`config.mk`:
```
export PLATFORM = sky130hd
export DESIGN_NAME = divsqrt_seq
export DESIGN_NICKNAME = d
export VERILOG_FILES = /design/src/rtl/divsqrt_seq_pkg.sv /design/src/rtl/divsqrt_resq.sv /design/src/rtl/divsqrt_seq.sv
export SDC_FILE = /design/constraint.sdc
export NUM_CORES = 1
export LEC_CHECK = 0
export BUFFER_PORTS_ARGS = -buffer_cell sky130_fd_sc_hd__buf_2
export CAP_MARGIN = 20
export CORE_ASPECT_RATIO = 1.4
export CORE_MARGIN = 1.5
export CORE_UTILIZATION = 50
export DETAILED_ROUTE_END_ITERATION = 16
export PLACE_DENSITY = 0.75
export SKIP_LAST_GASP = 1
export SLEW_MARGIN = 20
export SYNTH_ARGS = -nofsm -noshare
export SYNTH_HDL_FRONTEND = slang
export SYNTH_HIERARCHICAL = 1
export SYNTH_SLANG_ARGS = --single-unit
export TNS_END_PERCENT = 20
```
`constraint.sdc`:
```
create_clock -name clk -period 2.52 [get_ports clk]
set_input_delay 0.504 -clock clk [delete_from_list [all_inputs] [get_ports clk]]
set_output_delay 0.504 -clock clk [all_outputs]
set_load 0.03 [all_outputs]
```
`src/rtl/divsqrt_seq_pkg.sv`:
```
// Shared types for the divide/sqrt sequencer and its result queue.
package divsqrt_seq_pkg;

   // Engine states
   typedef enum logic [0:0] {
      IDLE = 1'b0,
      BUSY = 1'b1
   } engState_t;

   // Per-result status flags. The tag width is a module parameter, so each
   // module joins a tag of its own width with these flags to form an entry.
   typedef struct packed {
      logic special;
      logic early;
   } resFlags_t;

   // Largest supported result queue depth; queue pointers are sized for it.
   localparam int RESQ_MAX = 4;

endpackage

```
`src/rtl/divsqrt_resq.sv`:
```
// Small result FIFO. Each entry holds a tag and flags. Head fields read as
// zero while the queue is empty. Flush empties the queue.
module divsqrt_resq
   import divsqrt_seq_pkg::*;
#(
   parameter int TAGW = 3,
   parameter int RESQ = 2
) (
   input  logic            clk,
   input  logic            reset,
   input  logic            push,
   input  logic            pop,
   input  logic            flush,
   input  logic [TAGW-1:0] pushTag,
   input  resFlags_t       pushFlags,
   output logic            headValid,
   output logic [TAGW-1:0] headTag,
   output logic            headSpecial,
   output logic            headEarly,
   output logic [2:0]      occupancy
);

   typedef struct packed {
      logic [TAGW-1:0] tag;
      resFlags_t       flags;
   } resEntry_t;

   localparam logic [1:0] LAST_PTR = 2'(RESQ - 1);

   resEntry_t  mem [RESQ_MAX];
   resEntry_t  headEntry;
   logic [1:0] headPtr;
   logic [1:0] tailPtr;
   logic [2:0] count;
   logic       doPush;
   logic       doPop;

   function automatic logic [1:0] nextPtr(input logic [1:0] p);
      return (p == LAST_PTR) ? 2'd0 : p + 2'd1;
   endfunction

   assign doPush = push & ~flush;
   assign doPop  = pop & ~flush & (count != 3'd0);

   // Pointer and count bookkeeping; flush empties the queue.
   always_ff @(posedge clk or posedge reset) begin
      if (reset) begin
         headPtr <= 2'd0;
         tailPtr <= 2'd0;
         count   <= 3'd0;
      end else if (flush) begin
         headPtr <= 2'd0;
         tailPtr <= 2'd0;
         count   <= 3'd0;
      end else begin
         if (doPush) tailPtr <= nextPtr(tailPtr);
         if (doPop)  headPtr <= nextPtr(headPtr);
         case ({doPush, doPop})
            2'b10:   count <= count + 3'd1;
            2'b01:   count <= count - 3'd1;
            default: count <= count;
         endcase
      end
   end

   // Entry storage. It needs no reset because the count decides validity.
   always_ff @(posedge clk) begin
      if (doPush) mem[tailPtr] <= '{tag: pushTag, flags: pushFlags};
   end

   assign headValid   = (count != 3'd0);
   assign headEntry   = mem[headPtr];
   assign headTag     = headValid ? headEntry.tag : '0;
   assign headSpecial = headValid & headEntry.flags.special;
   assign headEarly   = headValid & headEntry.flags.early;
   assign occupancy   = count;

endmodule

```
`src/rtl/divsqrt_seq.sv`:
```
// Divide/sqrt iteration sequencer.
//
//    state | meaning
//    IDLE  | no op iterating; can accept when a queue slot is free
//    BUSY  | op iterating, iter_en high, step counts down to 1
//
// A special op completes in its accept cycle without entering BUSY. A normal op
// completes when step reaches 1 or the datapath reports a zero residual.
// The sequencer accepts only in IDLE and only when the queue has a free slot.
// A finishing op therefore always has room to push its result.
module divsqrt_seq
   import divsqrt_seq_pkg::*;
#(
   parameter int DURLEN = 7,
   parameter int TAGW   = 3,
   parameter int RESQ   = 2
) (
   input  logic              clk,
   input  logic              reset,
   input  logic              start,
   input  logic [DURLEN-1:0] cycles,
   input  logic              special,
   input  logic [TAGW-1:0]   tag,
   input  logic              wzero,
   input  logic              stall,
   input  logic              flush,
   output logic              ready,
   output logic              accept,
   output logic              busy,
   output logic              iter_en,
   output logic [DURLEN-1:0] step,
   output logic              done,
   output logic [TAGW-1:0]   done_tag,
   output logic              done_special,
   output logic              done_early,
   output logic [2:0]        occupancy
);

   engState_t         state;
   engState_t         nextState;
   logic [DURLEN-1:0] nextStep;
   logic [TAGW-1:0]   opTag;
   logic              push;
   logic              pop;
   logic [TAGW-1:0]   pushTag;
   resFlags_t         pushFlags;

   // State register, step counter, and the tag captured at accept.
   always_ff @(posedge clk or posedge reset) begin
      if (reset) begin
         state <= IDLE;
         step  <= '0;
         opTag <= '0;
      end else begin
         state <= nextState;
         step  <= nextStep;
         if (accept) opTag <= tag;
      end
   end

   // Next-state logic, step update, and result push for the engine.
   always_comb begin
      ready     = (state == IDLE) && (occupancy < 3'(RESQ));
      accept    = start & ready & ~flush;
      busy      = (state == BUSY) | accept;
      iter_en   = (state == BUSY);
      nextState = state;
      nextStep  = step;
      push      = 1'b0;
      pushTag   = tag;
      pushFlags = '{special: 1'b0, early: 1'b0};

      if (flush) begin
         nextState = IDLE;
         nextStep  = '0;
      end else begin
         case (state)
            IDLE: begin
               if (accept) begin
                  if (special) begin
                     push      = 1'b1;
                     pushFlags = '{special: 1'b1, early: 1'b0};
                  end else begin
                     nextState = BUSY;
                     nextStep  = (cycles == '0) ? DURLEN'(1) : cycles;
                  end
               end
            end
            BUSY: begin
               pushTag = opTag;
               if ((step == DURLEN'(1)) || wzero) begin
                  push      = 1'b1;
                  pushFlags = '{special: 1'b0, early: wzero && (step != DURLEN'(1))};
                  nextState = IDLE;
               end else begin
                  nextStep = step - DURLEN'(1);
               end
            end
            default: begin
               nextState = IDLE;
               nextStep  = '0;
            end
         endcase
      end
   end

   assign pop = done & ~stall & ~flush;

   divsqrt_resq #(
      .TAGW (TAGW),
      .RESQ (RESQ)
   ) uResq (
      .clk         (clk),
      .reset       (reset),
      .push        (push),
      .pop         (pop),
      .flush       (flush),
      .pushTag     (pushTag),
      .pushFlags   (pushFlags),
      .headValid   (done),
      .headTag     (done_tag),
      .headSpecial (done_special),
      .headEarly   (done_early),
      .occupancy   (occupancy)
   );

endmodule

```
* Yosys cells after proc, flatten, opt, wreduce, memory -nomap -nowiden
Memories as Yosys holds them, arrays and structs flattened.
Cells that the tools add are included.
W data, S select, Z words.
** Cells by class
- Shifts and indexed selects :: 0
- Reductions and logical operators :: 9
- Muxes and demuxes :: 34
- Bitwise operators :: 13
- Equality and inequality tests :: 9
- Div/mod/pow operators :: 0
- $mul :: 0
- $lt $le $gt $ge :: 1
- Add/subtract/negate cells :: 5
** Operators with widths (number)
- $mux W7 :: 5
- $mux W2 :: 9
- $pmux W7 S2 :: 1
- $mux W3 :: 4
- $mux W1 :: 11
- $and A1 B1 Y1 :: 9
- $ne A3 B3 Y1 const B :: 3
- $eq A7 B1 Y1 const B :: 1
- $logic_not A7 Y1 :: 1
- $ne A7 B1 Y1 const B :: 1
- $sub A7 B1 Y7 const B :: 1
- $eq A2 B1 Y1 const B :: 3
- $pmux W3 S2 :: 1
- $reduce_bool A3 Y1 :: 2
- $add A2 B1 Y2 const B :: 2
- $pmux W1 S2 :: 2
- $pmux W2 S2 :: 1
- $reduce_bool A2 Y1 :: 2
- $add A3 B1 Y3 const B :: 1
- $lt A3 B2 Y1 const B :: 1
- $not A1 Y1 :: 3
- $reduce_and A3 Y1 :: 1
- $sub A3 B1 Y3 const B :: 1
- $eq A2 B2 Y1 const B :: 1
- 3 further kinds :: 4
** Word-level totals
- Latch bits :: 0
- RAM bits :: 20
- Memories kept :: 1
- Output and inout port bits :: 20
- Input port bits :: 17
- Register bits after elaboration :: 18
- ROM bits :: 0
- Word-level logic and storage cells :: 78
** Memories
- uResq.mem :: words 4, width 5, rd ports 1, clocked after memory_dff 0, write ports 1, line divsqrt_resq.sv:30 : resEntry_t mem [RESQ_MAX];

* Logic depth before layout (Yosys ltp)
Gate-level depths: netlist of the first run.
- Word-level depth :: 11
- Gate-level depth with buffers :: 12
- Depth with buffers taken out :: 11

* Hierarchy
The synthesis of the first run kept the hierarchy.
** Modules (own cells, without submodules)
- divsqrt_resq :: area each 1212.4 um^2, cells each 79, sequential area each 775.7 um^2, instances 1
- divsqrt_seq :: area each 860.8 um^2, cells each 94, sequential area each 275.3 um^2, instances 1

* Least setup slack after synthesis of the first run
OpenSTA, ideal clock, no wires.
- Path kind :: reg2reg
- From :: register step[1]
- To :: register uResq.count[1], in the netlist uResq/occupancy[1]
- Required time :: 2.394 ns
- Library setup time :: 0.126 ns
- Arrival :: 2.690 ns
- Clock period less this slack :: 2.816 ns
- Path buffers :: 1
- Cell stages (with the launch flop) :: 12
- Slack :: -0.296 ns
- Path through :: dfrtp_1 inv_1 ha_1 nor4b_2 a21o_1 a22oi_1 nor2_1 buf_2 nor3_1 fa_1 nor4b_1 a311o_1
** Between the ends
- Word-level cells in the longest chain between the ends :: 9
- Elaborated cells on any way between the ends :: 11
- Classes of those cells :: eq/ne: 3; mux: 5; bitwise: 1; reduce/logical: 2
** RTL lines
- start, declared :: line divsqrt_seq.sv:31 : output logic [DURLEN-1:0] step,
- start signal, assigned :: line divsqrt_seq.sv:56 : step <= nextStep;
- $eq A7 B1 Y1 * :: line divsqrt_seq.sv:91 : if ((step == DURLEN'(1)) || wzero) begin
- $logic_or A1 B1 Y1 * :: line divsqrt_seq.sv:91
- $mux W1 * :: line divsqrt_seq.sv:91
- $pmux W1 S2 * :: line divsqrt_seq.sv:77 : case (state)
- $mux W1 * :: line divsqrt_seq.sv:73 : if (flush) begin
- net push :: line divsqrt_seq.sv:43 : logic push;
- $and A1 B1 Y1 * :: line divsqrt_resq.sv:42 : assign doPush = push & ~flush;
- $eq A2 B1 Y1 / $eq A2 B2 Y1 (equally long branches) :: line divsqrt_resq.sv:58 : case ({doPush, doPop})
- $pmux W3 S2 :: line divsqrt_resq.sv:58
- $mux W3 :: line divsqrt_resq.sv:51 : end else if (flush) begin
- end signal, assigned :: line divsqrt_resq.sv:59 : 2'b10: count <= count + 3'd1;
- end signal, assigned :: line divsqrt_resq.sv:60 : 2'b01: count <= count - 3'd1;
- end signal, assigned :: line divsqrt_resq.sv:61 : default: count <= count;
- end, declared :: line divsqrt_resq.sv:34 : logic [2:0] count;
Mark *: on every way through the listed nets, which the timed path passes. The rest lies on a longest branch.
A chain may end at the register's enable or synchronous reset.

* Worst setup path after layout of the first run
- From :: register state, in the netlist iter_en
- To :: output port busy
** Between the ends
- Word-level cells in the longest chain between the ends :: 5
** RTL lines
- start, declared :: line divsqrt_seq.sv:39 : engState_t state;
- start signal, assigned :: line divsqrt_seq.sv:55 : state <= nextState;
- $not A1 Y1
- $logic_and A1 B1 Y1 :: line divsqrt_seq.sv:63 : ready = (state == IDLE) && (occupancy < 3'(RESQ));
- $and A1 B1 Y1 (2 in a row) :: line divsqrt_seq.sv:64 : accept = start & ready & ~flush;
- $or A1 B1 Y1 * :: line divsqrt_seq.sv:65 : busy = (state == BUSY) | accept;
- end, declared :: line divsqrt_seq.sv:29 : output logic busy,
Mark *: on every way between the ends. The rest lies on a longest branch, timed or not.

==> impl_metrics.csv, run 1 <==
group,metric,value,unit
sta,slew_viol_final,0,
layout,syn2layout_area_growth,24.14,%
worst_setup_path,critPathRequiredTime,2.02,ns
clock_tree,clk_path_buf_depth,2,
placement,hpwlAfterDp,3701,microns
yosys,synth_edf_count,20,
die,initial_core_util,0.5245,
yosys,synth_cells,173,
worst_setup_path,end_kind,"output port",
die,die_x,57.42,microns
layout,fin_util,0.6512,
power_and_ir_drop,p_leak,1.082,nW
detailed_routing,num_vias,1603,
worst_setup_path,reg2regPathDepth,9,
detailed_routing,via_per_inst,5.915,
die,io_pins,37,
worst_setup_path,crit_end,"busy",
worst_setup_path,path_class,"reg -> out",
worst_setup_path,worstSetupStartpoint,"iter_en",
global_route,grt_antenna_before_repair,0,
layout,finalNetCount,247,
sta,relSlewSlack,0.5113,
sta,hold_viol_final,0,
clock_tree,htreeDepth,2,
job,maxCapViolations,0,
clock_tree,holdBufCountCts,0,
placement,gp_congestion,0.9047,
clock_tree,cts.sinks,38,
yosys,synth.distinct_cells,54,
yosys,synth-seq-cells,38,
die,die_y,79.19,microns
sta,worst_pin_slew,0.7228,ns
worst_setup_path,worst-path-max-fanout,20,
sta,period_share,0.9926,
yosys,synth_area,2073,sq um
layout,antenna_cells,0,
yosys,synth_fp_nets,193,
yosys,syn_area_per_cell,11.98,sq um
worst_setup_path,start_kind,"flop",
outcome,status,"finished clean",
detailed_routing,drt-wirelength-per-cell,17.83,microns
worst_setup_path,r2r-end,"uResq/occupancy[1]",
layout,drive_above_1_share,0.4254,
die,rows,27,
hold_path,hold_class,"in -> async",
global_route,grt_pass1_vias,1641,
yosys,synth_top_area_cell,"edfxtp_1",
detailed_routing,drc,0,
clock_tree,clk_latency,0.30,ns
worst_setup_path,reg2reg_from,"step[0]",
worst_setup_path,critPathArrivalTime,2.00,ns
sta,fin_tns_setup,0,ns
yosys,synth_top_area_frac,0.2897,
sta,grt_setup_unrepaired,"yes",
yosys,async_flop_share,0.4737,
yosys,ys.warnings.count,6,
sta,fmax,399.8,MHz
yosys,seq_area_frac_synth,0.5069,
power_and_ir_drop,max-vdd-ir-drop,0.3993,mV
clock_tree,cts_tree,"built",
placement,port_buffers,36,
detailed_routing,drtIter0Drc,42,
global_route,grt.total_usage,0.2263,
sta,skew,0.004359,ns
global_route,grt_max_degree,21,
yosys,ys.flop_type,"edfxtp_1",
clock_tree,numCtsBuffers,5,
sta,min_period,2.501,ns
clock_tree,clockRootBuffer,"clkbuf_8",
die,die-area,4547,sq um
global_route,grt_pass1_wl,7555,microns
placement,dp_slack,-0.04538,ns
detailed_routing,antenna_left,0,
detailed_routing,wl,4833,microns
detailed_routing,dr.pass1.iters,4,
clock_tree,clkTransAtPathRegs,0.08,ns
power_and_ir_drop,powerDensity,573.6,nW/um^2
sta,setup_ws,0.01875,ns
global_route,grt_overflow,0,
worst_setup_path,r2r_slack,0.02,ns
die,core,3953,sq um
yosys,synthTopCellsByArea,"edfxtp_1 (29%), dfrtp_1 (22%), mux4_2 (5.4%)",
sta,setup_viol,0,
cell families (layout without fill, tap and decap cells):
group                      count (synthesis)  count (layout)  synth area share
and+or+nand+nor                           65              65            0.2064
buffers and inverters                     17              72           0.03681
xor gates and xnor gates                   4               4           0.01690
muxes                                     12              12           0.09173
adders and majority gates                  3               3           0.02172
AOI/OAI and AO/OA                         34              34            0.1195
DFF                                       38              38            0.5069
placed cells by master (no fill, tap or decap), drive strengths merged, types with 2 or more instances in the layout:
master,Yosys,routed
buf,5,55
edfxtp,20,20
dfrtp,18,18
nor2,11,11
nor2b,10,10
inv,9,9
nand2,8,8
a21oi,8,8
mux2,6,6
clkbuf,3,5
mux4,5,5
nor4b,5,5
nor3,5,5
and3,4,4
a22oi,4,4
o21ai,4,4
nand3,3,3
nor4,3,3
nor3b,3,3
o221ai,2,2
nand4b,2,2
o22ai,2,2
a211oi,2,2
o211ai,2,2
clkinvlp,0,2
o31ai,2,2
xor2,2,2
xnor2,2,2
and2b,2,2
ha,2,2
routing by layer:
metal / vias up / part of all wire / track usage
li1: 766 / - / -
met1: 768 / 0.36 / 0.2338
met2: 53 / 0.56 / 0.4125
met3: 16 / 0.033 / 0.04072
met4: 0 / 0.041 / 0.1349
met5: - / 0 / 0
cell usage after synthesis (2+ instances only):
cell / number
nor3b_1: 3
nand3_1: 3
edfxtp_1: 20
a22oi_1: 4
xor2_1: 2
o221ai_1: 2
o21ai_0: 4
ha_1: 2
nor2_1: 9
mux4_2: 5
nor3_1: 4
o22ai_1: 2
nor4b_1: 4
nor2b_1: 10
a21oi_1: 8
nor4_1: 3
xnor2_1: 2
nand2_1: 8
dfrtp_1: 18
o211ai_1: 2
inv_1: 9
nand4b_1: 2
mux2_2: 6
and2b_1: 2
clkbuf_1: 3
a211oi_1: 2
buf_2: 4
and3_1: 4
state kept, by name, indices dropped and copies added, names as in the netlist:
name             cells
iter_en              1
uResq/occupancy      3
uResq/mem           20
opTag                3
uResq/headPtr        2
uResq/tailPtr        2
step                 7
critical path, cell delays in order, from the launching register on:
cell	delay, ns
dfrtp_1	0.39
buf_4	0.21
or4b_4	0.62
nor2_4	0.16
or2_2	0.12
buf_2	0.18
per-stage QoR:
stage          std cells  area [sq um]  hold WS (ns)  power [W]
5_1_grt              271          2574        0.1513   0.001527
6_report             271          2574        0.1493   0.001476
3_3_place_gp         259          2406        0.4566  0.0009496
3_5_place_dp         259          2406        0.4737  0.0009601
2_1_floorplan        173          2105        0.3072  0.0008739
4_1_cts              267          2529        0.1517   0.001481
worst min-delay path by stage:
| stage | endpoint | slack [ns] |
|---|---|---|
| floorplan | uResq/headPtr[0] | 0.31 |
| global placement | uResq/headPtr[1] | 0.46 |
| detailed placement | uResq/headPtr[0] | 0.47 |
| CTS | uResq/tailPtr[0] | 0.15 |
| global route | uResq/tailPtr[0] | 0.15 |
| finish | uResq/occupancy[2] | 0.15 |
final cells by class:
cell class	count	area, sq um
tap	43	53.80
clock buffer	5	68.82
sequential	38	1057
multi-input combinational	118	992.2
timing repair buffer	55	322.8
clock inverter	3	45.04
fill	313	1379
inverter	9	33.78
power by group:
group	switching, W	leakage, nW	internal (W)	total, W
Combinational	0.000153	0.616	0.000104	0.000257
Clock	0.000225	0.0504	0.000294	0.000519
Sequential	0.0000208	0.416	0.000679	0.000700
Total	0.000399	1.08	0.00108	0.00148
what timing repair did:
item / CTS / global route
hold endpoints to repair: 0 / 0
endpoints found under the setup margin: 17 / 23
pin swaps: 0 / 5
resized for setup: 2 / 4
setup buffers: 0 / 4
Note: power is estimated with default switching activity, not from simulation.
==> run 2, diff against run 1 <==
--- a/config.mk
+++ b/config.mk
@@ -8,10 +8,9 @@
 export BUFFER_PORTS_ARGS = -buffer_cell sky130_fd_sc_hd__buf_2
 export CAP_MARGIN = 20
 export CORE_ASPECT_RATIO = 1.4
-export CORE_MARGIN = 1.5
-export CORE_UTILIZATION = 50
+export CORE_MARGIN = 1
+export CORE_UTILIZATION = 30
 export DETAILED_ROUTE_END_ITERATION = 16
-export PLACE_DENSITY = 0.75
 export SKIP_LAST_GASP = 1
 export SLEW_MARGIN = 20
 export SYNTH_ARGS = -nofsm -noshare
==> impl_metrics.csv, run 2 (synthesis results as in run 1) <==
group,metric,value,unit
worst_setup_path,worst-path-max-fanout,9,
global_route,grt.total_usage,0.1379,
worst_setup_path,reg2reg_from,"step[0]",
global_route,grt_overflow,0,
detailed_routing,dr.pass1.iters,4,
sta,grt_setup_unrepaired,"yes",
clock_tree,cts_tree,"built",
sta,skew,0.001967,ns
sta,slew_viol_final,0,
power_and_ir_drop,p_comb_frac,0.159,
worst_setup_path,start_kind,"flop",
clock_tree,clkTransAtPathRegs,0.07,ns
detailed_routing,wl,4541,microns
sta,hold_viol_final,0,
die,core,6613,sq um
power_and_ir_drop,internal_power,0.001177,W
layout,finalNetCount,245,
placement,dp_slack,0.01637,ns
layout,top_register,"uResq/mem",
detailed_routing,antenna_left,0,
global_route,grt_max_degree,22,
clock_tree,clk_path_buf_depth,2,
placement,hpwlAfterDp,3522,microns
worst_setup_path,critPathRequiredTime,2.02,ns
die,rows,35,
die,die_x,72.26,microns
detailed_routing,num_vias,1557,
layout,syn2layout_area_growth,26.92,%
clock_tree,numCtsBuffers,5,
clock_tree,cts.sinks,38,
power_and_ir_drop,switching_power,0.0003855,W
sta,worst_pin_slew,0.6316,ns
global_route,grt_antenna_before_repair,0,
worst_setup_path,critPathArrivalTime,1.95,ns
power_and_ir_drop,power.share.sequential,0.448,
clock_tree,clk_latency,0.29,ns
layout,final_common_cell,"buf_2",
worst_setup_path,path_class,"reg -> out",
placement,port_buffers,36,
sta,setup_viol,0,
die,die-area,7252,sq um
power_and_ir_drop,sw_frac_of_total,0.2467,
detailed_routing,drtIter0Drc,123,
sta,min_period,2.458,ns
power_and_ir_drop,max-vdd-ir-drop,0.2087,mV
layout,drive_above_1_share,0.4071,
layout,fin_cells,318,
layout,final_cell_mix,"buf_2 (36), edfxtp_1 (20), buf_4 (17)",
clock_tree,clockRootBuffer,"clkbuf_8",
power_and_ir_drop,powerDensity,593.8,nW/um^2
outcome,status,"finished clean",
die,die_y,100.4,microns
clock_tree,htreeDepth,2,
layout,antenna_cells,0,
job,maxCapViolations,0,
power_and_ir_drop,p_leak,1.087,nW
global_route,grt_pass1_vias,1573,
worst_setup_path,end_kind,"output port",
layout,design_area,2631,sq um
placement,postPlaceCellArea,2467,sq um
detailed_routing,via_per_inst,4.896,
placement,dp.cells,308,
power_and_ir_drop,p_clk_frac,0.394,
sta,period_share,0.9753,
worst_setup_path,worstSetupStartpoint,"uResq/occupancy[2]",
die,io_pins,37,
detailed_routing,drc,0,
hold_path,hold_class,"in -> async",
sta,relSlewSlack,0.5730,
sta,fin_tns_setup,0,ns
sta,setup_ws,0.06235,ns
clock_tree,holdBufCountCts,0,
die,initial_core_util,0.3135,
layout,largestRegisters,"uResq/mem: 20 flops, step: 7 flops",
worst_setup_path,slowest_stage,"or4b_4",
placement,gp_congestion,0.8589,
detailed_routing,drt-wirelength-per-cell,14.28,microns
sta,fmax,406.9,MHz
global_route,grt_pass1_wl,7583,microns
layout,largest_reg_flops,20,
worst_setup_path,slowest_delay,0.59,ns
worst_setup_path,path_cells,"buf_4 -> or4b_4 -> nor2_4 -> or2_2 -> buf_2",
-- run 2: area by class of cell --
type,count,area (sq um)
clock buffer,5,68.82
clock inverter,3,68.82
fill,644,3981
inverter,9,33.78
multi-input combinational,118,979.7
sequential,38,1057
tap,92,115.1
timing repair buffer,53,307.8
-- run 2: final timing paths --
path	to	slack (ns)	depth (start not counted)
worst max-delay path	busy	0.06	5
worst min-delay path	uResq/occupancy[2]	0.16	2
worst max register to register	uResq/occupancy[1]	0.13	9
worst min register to register	opTag[0]	0.51	1
max in group asynchronous	step[0]	1.95	2
min in group clk	opTag[2]	0.46	2
-- run 2: layer usage --
layer,wire length (microns),GRT usage
met1,1828,0.1560
met4,88,0.06335
met3,156,0.01908
met2,2468,0.2516
met5,0,0
-- run 2: per-stage QoR --
stage	total power [W]	utilization	hold WS [ns]
2_1_floorplan	0.0008739	-	0.3072
3_3_place_gp	0.0009560	0.3731	0.4779
3_5_place_dp	0.0009572	0.3731	0.4841
4_1_cts	0.001579	0.3962	0.1650
5_1_grt	0.001628	0.3979	0.1698
6_report	0.001562	0.3979	0.1568
-- run 2: repair_timing --
item | in CTS | in global routing
setup buffers | 2 | 0
pin swaps | 1 | 1
cloned | 0 | 0
setup endpoints to repair | 1 | 23
resized for setup | 0 | 3
-- run 2: critical path, delay by kind of cell, from the launching register on --
| kind | cells | cell delay (ns) |
|---|---|---|
| DFF | 1 | 0.45 |
| buffers and inverters | 2 | 0.37 |
| and+or+nand+nor | 3 | 0.84 |
-- run 2: power by group through the flow --
stage | Combinational [W] | Sequential, W | Clock, W
global placement | 0.000245 | 0.000711 | 0
finish | 0.000248 | 0.000700 | 0.000615
CTS | 0.000249 | 0.000699 | 0.000631
detailed placement | 0.000245 | 0.000712 | 0
global route | 0.000272 | 0.000702 | 0.000654
floorplan | 0.000143 | 0.000730 | 0
